## src/rtl/insn_fetch_pkg.sv

```systemverilog
// Shared fetch-stage types and constants: queue entry layout, default reset IP, injected INT opcode.
// Imported by the fetch top and its prefetch queue.
package insn_fetch_pkg;

  localparam logic [15:0] INSN_INT      = 16'h7810;
  localparam logic [15:0] RESET_IP_DFLT = 16'h0000;

  typedef struct packed {
    logic [15:0] insn;
    logic [15:0] ip;
  } fq_entry_t;

  // Instruction addresses are halfword aligned; bit0 is never meaningful.
  function automatic logic [15:0] align_ip(input logic [15:0] a);
    return a & 16'hFFFE;
  endfunction

endpackage

```

## src/rtl/insn_fetch_queue.sv

```systemverilog
// Prefetch FIFO of {insn, ip}: pushed entry visible at head next cycle, push+pop same cycle allowed.
// No internal backpressure; the caller never pushes when full or pops when empty; flush wins.
module insn_fetch_queue
  import insn_fetch_pkg::*;
#(
  parameter int DEPTH = 2
) (
  input  logic                     clk,
  input  logic                     rst,
  input  logic                     push,
  input  fq_entry_t                push_dat,
  input  logic                     pop,
  input  logic                     flush,
  output fq_entry_t                head_dat,
  output logic [$clog2(DEPTH):0]   count,
  output logic                     empty
);

  localparam int PTRW = $clog2(DEPTH);

  fq_entry_t [DEPTH-1:0] mem_q, mem_d;
  logic [PTRW-1:0]       head_q, head_d, tail_q, tail_d;
  logic [PTRW:0]         cnt_q, cnt_d;

  always_comb begin
    mem_d  = mem_q;
    head_d = head_q;
    tail_d = tail_q;
    cnt_d  = cnt_q;
    if (flush) begin
      head_d = '0;
      tail_d = '0;
      cnt_d  = '0;
    end else begin
      if (push) begin
        mem_d[tail_q] = push_dat;
        tail_d        = tail_q + PTRW'(1);
      end
      if (pop) begin
        head_d = head_q + PTRW'(1);
      end
      if (push && !pop) begin
        cnt_d = cnt_q + (PTRW+1)'(1);
      end else if (pop && !push) begin
        cnt_d = cnt_q - (PTRW+1)'(1);
      end
    end
  end

  always_ff @(posedge clk) begin
    if (rst) begin
      head_q <= '0;
      tail_q <= '0;
      cnt_q  <= '0;
    end else begin
      head_q <= head_d;
      tail_q <= tail_d;
      cnt_q  <= cnt_d;
    end
  end

  // Storage needs no reset: occupancy alone decides what is visible.
  always_ff @(posedge clk) begin
    mem_q <= mem_d;
  end

  always_comb begin
    head_dat = mem_q[head_q];
    count    = cnt_q;
    empty    = (cnt_q == '0);
  end

endmodule

```

## src/rtl/insn_fetch.sv

```systemverilog
// Fetch stage: one outstanding memory read, prefetch queue, redirect flush, INT injection; insn valid 2 cycles after gnt.
// Stops issuing when the queue (including the in-flight word) is full; output held stable until insn_ready or redirect.
module insn_fetch
  import insn_fetch_pkg::*;
#(
  parameter int          QDEPTH   = 2,
  parameter logic [15:0] RESET_IP = RESET_IP_DFLT,
  parameter logic [15:0] INT_INSN = INSN_INT
) (
  input  logic        clk,
  input  logic        rst,
  output logic        mem_req,
  output logic [15:0] mem_addr,
  input  logic        mem_gnt,
  input  logic        mem_rvalid,
  input  logic [15:0] mem_rdata,
  output logic        insn_valid,
  input  logic        insn_ready,
  output logic [15:0] insn,
  output logic [15:0] insn_ip,
  input  logic        redirect,
  input  logic [15:0] new_ip,
  input  logic        irq,
  input  logic        ien,
  output logic        irq_ack
);

  localparam int            PTRW    = $clog2(QDEPTH);
  localparam logic [PTRW:0] CNT_MAX = (PTRW+1)'(QDEPTH);

  logic [15:0]   pc_q, pc_d, req_ip_q, req_ip_d;
  logic          outstanding_q, outstanding_d;
  logic          drop_q, drop_d;
  logic          int_sel_q, int_sel_d;
  logic          issue_vld, rsp_vld, acc_vld, push, pop;
  fq_entry_t     push_dat, head_dat;
  logic [PTRW:0] q_count;
  logic          q_empty;

  insn_fetch_queue #(.DEPTH(QDEPTH)) u_queue (
    .clk      (clk),
    .rst      (rst),
    .push     (push),
    .push_dat (push_dat),
    .pop      (pop),
    .flush    (redirect),
    .head_dat (head_dat),
    .count    (q_count),
    .empty    (q_empty)
  );

  always_comb begin
    mem_req    = !rst && !redirect && !outstanding_q && (q_count < CNT_MAX);
    mem_addr   = pc_q;
    issue_vld  = mem_req && mem_gnt;
    // A response with nothing outstanding belongs to a request killed by reset.
    rsp_vld    = mem_rvalid && outstanding_q;

    insn_valid = !q_empty;
    insn       = insn_valid ? (int_sel_q ? INT_INSN : head_dat.insn) : '0;
    insn_ip    = insn_valid ? head_dat.ip : '0;
    acc_vld    = insn_valid && insn_ready && !redirect;
    pop        = acc_vld && !int_sel_q;
    irq_ack    = acc_vld && int_sel_q;

    push          = rsp_vld && !drop_q && !redirect;
    push_dat.insn = mem_rdata;
    push_dat.ip   = req_ip_q;

    pc_d          = pc_q;
    req_ip_d      = req_ip_q;
    outstanding_d = outstanding_q;
    drop_d        = drop_q;
    int_sel_d     = int_sel_q;

    if (rsp_vld) begin
      outstanding_d = 1'b0;
      drop_d        = 1'b0;
    end
    if (issue_vld) begin
      pc_d          = pc_q + 16'd2;
      req_ip_d      = pc_q;
      outstanding_d = 1'b1;
    end

    if (redirect) begin
      pc_d      = align_ip(new_ip);
      int_sel_d = 1'b0;
      drop_d    = outstanding_q && !mem_rvalid;
    end else if (irq_ack) begin
      int_sel_d = 1'b0;
    end else if (!int_sel_q && irq && ien && !(insn_valid && !insn_ready)) begin
      // Only arm while the output is free, so a presented insn never changes under the decoder.
      int_sel_d = 1'b1;
    end
  end

  always_ff @(posedge clk) begin
    if (rst) begin
      pc_q          <= align_ip(RESET_IP);
      req_ip_q      <= '0;
      outstanding_q <= 1'b0;
      drop_q        <= 1'b0;
      int_sel_q     <= 1'b0;
    end else begin
      pc_q          <= pc_d;
      req_ip_q      <= req_ip_d;
      outstanding_q <= outstanding_d;
      drop_q        <= drop_d;
      int_sel_q     <= int_sel_d;
    end
  end

endmodule

```

## config.mk

```make
export PLATFORM = sky130hd
export DESIGN_NAME = insn_fetch
export DESIGN_NICKNAME = d
export VERILOG_FILES = /design/src/rtl/insn_fetch_pkg.sv /design/src/rtl/insn_fetch_queue.sv /design/src/rtl/insn_fetch.sv
export SDC_FILE = /design/constraint.sdc
export NUM_CORES = 1
export LEC_CHECK = 0
export ABC_AREA = 1
export CORE_MARGIN = 4
export CORE_UTILIZATION = 48
export CTS_CLUSTER_SIZE = 25
export DETAILED_ROUTE_END_ITERATION = 12
export PLACE_DENSITY = 0.73
export SKIP_CTS_REPAIR_TIMING = 1
export SYNTH_ARGS = -nofsm -noshare
export SYNTH_HDL_FRONTEND = slang
export SYNTH_SLANG_ARGS = --single-unit
```

## constraint.sdc

```tcl
create_clock -name clk -period 6.72 [get_ports clk]
set_input_delay 1.008 -clock clk [delete_from_list [all_inputs] [get_ports clk]]
set_output_delay 1.008 -clock clk [all_outputs]
set_load 0.01 [all_outputs]
```

==> results.py <==
metrics = {
    "pwr": {
        "p_leak_nw": 2.10,
        "p_total_mw": 1.10,
        "power_frac_clock_pct": 31.8,
        "switchingPower_mw": 0.257,
        "ir_drop_v": 0.000120,
        "swShare_pct": 23.3,
        "power_frac_seq_pct": 60.3,
        "internal-power_mw": 0.847,
        "powerDensity_nw_per_um2": 207,
        "comb_power_share_pct": 7.9,
    },
    "drt": {
        "first_iter_violations": 136,
        "num_vias": 3338,
        "drc": 0,
        "totalWireLength_um": 9090,
        "antenna_left": 0,
        "viasPerCell": 5.08,
        "dr.pass1.iters": 6,
        "post_drt_wl_per_cell_um": 13.8,
    },
    "floorplanning": {
        "die_area_um2": 10300,
        "fp.dieH_um": 102,
        "coreArea_um2": 8380,
        "start_util_pct": 50.2,
        "ios": 91,
        "die_w_um": 102,
        "num_rows": 33,
    },
    "synthesis": {
        "netlist_area_um2": 4210,
        "muxShareOfSynthArea_pct": 0,
        "yosysSeqAreaShare_pct": 61.9,
        "synth.area.top_cells": "edfxtp_1, dfxtp_1, nand2_1",
        "synth.most_common_cell": "nand2_1",
        "synth_top_area_share_pct": 44.3,
        "synth_top_family_by_area": "simple AND/OR/NAND/NOR gates",
        "async_flop_share_pct": 0,
        "synth-edff-count": 62,
        "synth_xor_xnor_area_share_pct": 0.625,
        "synth.distinct_cells": 28,
        "synth_flop_cell": "edfxtp_1",
        "yosysWarnings": 0,
        "synth_fa_ha_area_share_pct": 0.595,
        "yosysTopAreaCell": "edfxtp_1",
        "synth_commonest_cells": "nand2_1, edfxtp_1, inv_1, a21oi_1, dfxtp_1",
        "syn-mean-instance-area_um2": 9.10,
        "synth-compound-area-share_pct": 9.02,
        "synth-seq-cells": 99,
        "synthSimpleGateAreaFrac_pct": 20.6,
        "syn_inst": 462,
    },
    "global_route": {
        "grt_pass1_vias": 3166,
        "antenna_found_initial": 0,
        "grt_usage_pct": 18.0,
        "grt_max_degree": 34,
        "grt-ovfl-total": 0,
        "grt_pass1_wl_um": 14600,
    },
    "timing": {
        "rsz0062_at_grt": "no",
        "fmax_mhz": 240,
        "setup_viol": 0,
        "fin_worst_skew_ns": 0.00924,
        "drv_slew": 0,
        "period_minus_slack_ns": 4.17,
        "relSlewSlack_pct": 22.7,
        "tightest_slew_ns": 1.16,
        "post-route-period-util_pct": 62.1,
        "hold_viol_final": 0,
        "tns_ns": 0,
    },
    "worst_setup_path": {
        "endpoint_kind": "output port",
        "reg2reg_from": "u_queue.head_q",
        "worst_ep_arrival_time_ns": 3.16,
        "r2r_setup_slack_ns": 4.23,
        "reg2reg_to": "u_queue.head_q",
        "critical_path_peak_fanout": 33,
        "critPathLaunchType": "flip-flop",
        "r2r_cells": 3,
        "crit_type": "reg2out",
        "cp.required_ns": 5.71,
    },
    "cts": {
        "numCtsBuffers": 9,
        "cts_tree": "done",
        "clock_sinks": 99,
        "clockBufferDepth": 2,
        "insertion_delay_ns": 0.36,
        "cts_root_buf": "clkbuf_8",
        "htreeDepth": 3,
        "clkTransAtPathRegs_ns": 0.09,
    },
    "layout": {
        "diodes": 0,
        "fin_nets": 589,
        "drive_gt1_share_pct": 4.89,
        "area_delta_synth_final_pct": 26.9,
        "nFillCells": 715,
        "stdcell_count": 657,
    },
    "placement": {
        "globalplace.congestion": 0.799,
        "placed_cells": 641,
        "port_buffers": 87,
        "hpwl_um": 6270,
    },
    "status": {
        "outcome": "finished, final reports clean",
    },
    "min_path": {
        "hold_class": "reg2reg",
        "holdPathStages": 0,
        "whs_endpoint": "u_queue.mem_q[9]",
        "min_from": "req_ip_q[9]",
    },
    "run": {
        "maxCapViolCount": 0,
    },
}
[worst max-delay path, cell delays in order, from the launching register on]
cell and delay [ns]:
dfxtp_1 1.10, inv_1 0.82, nand2_1 0.22, nand3_1 0.09, nand2_1 0.07, inv_1 0.04
clkdlybuf4s50_1 0.46
[metal layers]
layer / track usage, % / vias up / share of wire [%]
li1: - / 1681 / -
met1: 24.6 / 1525 / 46
met2: 29.0 / 119 / 45
met3: 2.96 / 13 / 6.6
met4: 6.95 / 0 / 1.8
met5: 0 / - / 0
[through the flow]
stage                     hold slack [ns]  utilization, %  worst slack [ns]  instance area, um2
final                               0.461            63.7              2.55                5340
after global routing                0.477            63.7              2.15                5340
after CTS                           0.462            63.7              2.49                5340
after detailed placement            0.437            61.4              2.89                5150
after global placement              0.431            61.4              2.91                5150
after floorplan                     0.420               -              3.62                4210
[sequential cells by signal, summed over array words and instances, names as in the netlist]
register,flops
u_queue.count,2
outstanding_q,1
req_ip_q,15
u_queue.tail_q,1
int_sel_q,1
u_queue.mem_q,62
mem_addr,15
u_queue.head_q,1
drop_q,1
[cell usage in the layout, fill, tap and decap left out]
cell,count
a22oi_1,1
a211oi_1,1
nand3_1,19
nor2_1,21
clkinv_4,2
clkinvlp_4,1
xor2_1,3
conb_1,2
nor2_2,3
inv_6,2
a31oi_1,3
o211ai_1,4
nor4_1,2
inv_2,2
inv_1,53
a21oi_1,44
clkinv_2,1
nor3_1,5
buf_4,4
nand4_1,3
nand3_4,1
clkbuf_8,10
edfxtp_1,62
nand2_1,156
o21ai_0,19
nor2_4,1
dfxtp_1,37
clkdlybuf4s50_1,87
nand3b_1,1
ha_1,2
[worst max path at each step]
stage | start | end | slack [ns]
floorplan | redirect | u_queue.mem_q[33] | 3.62
detailed placement | u_queue.head_q | insn[4] | 2.89
CTS | u_queue.head_q | insn[4] | 2.49
finish | u_queue.head_q | insn[14] | 2.55
global placement | u_queue.head_q | insn[13] | 2.91
global route | u_queue.head_q | insn[7] | 2.15
[power groups by stage]
stage	Combinational, mW	Sequential [mW]	Clock [mW]
detailed placement	0.0869	0.679	0
floorplan	0.0374	0.679	0
global route	0.0963	0.667	0.383
global placement	0.0852	0.679	0
finish	0.0871	0.665	0.351
CTS	0.0877	0.665	0.358
[kinds of logic (layout without fill, tap and decap cells)]
| kind of cell | Yosys count | after routing |
|---|---|---|
| flops | 99 | 99 |
| compound gates | 72 | 72 |
| buf+inv | 73 | 162 |
| fa+ha+maj | 2 | 2 |
| xor+xnor | 3 | 3 |
| other cells | 1 | 2 |
| simple gates | 212 | 212 |
[area by class of cell]
type                            instances  area (um2)  share of cell area, %
Sequential cell                        99        2600                   48.8
Multi-Input combinational cell        291        1310                   24.5
Timing Repair Buffer                   91         901                   16.9
Inverter                               55         206                   3.87
Clock buffer                           10         138                   2.58
Tap cell                              105         131                   2.46
Clock inverter                          6        47.5                  0.891
No activity file was read; power rests on OpenSTA's default activity.
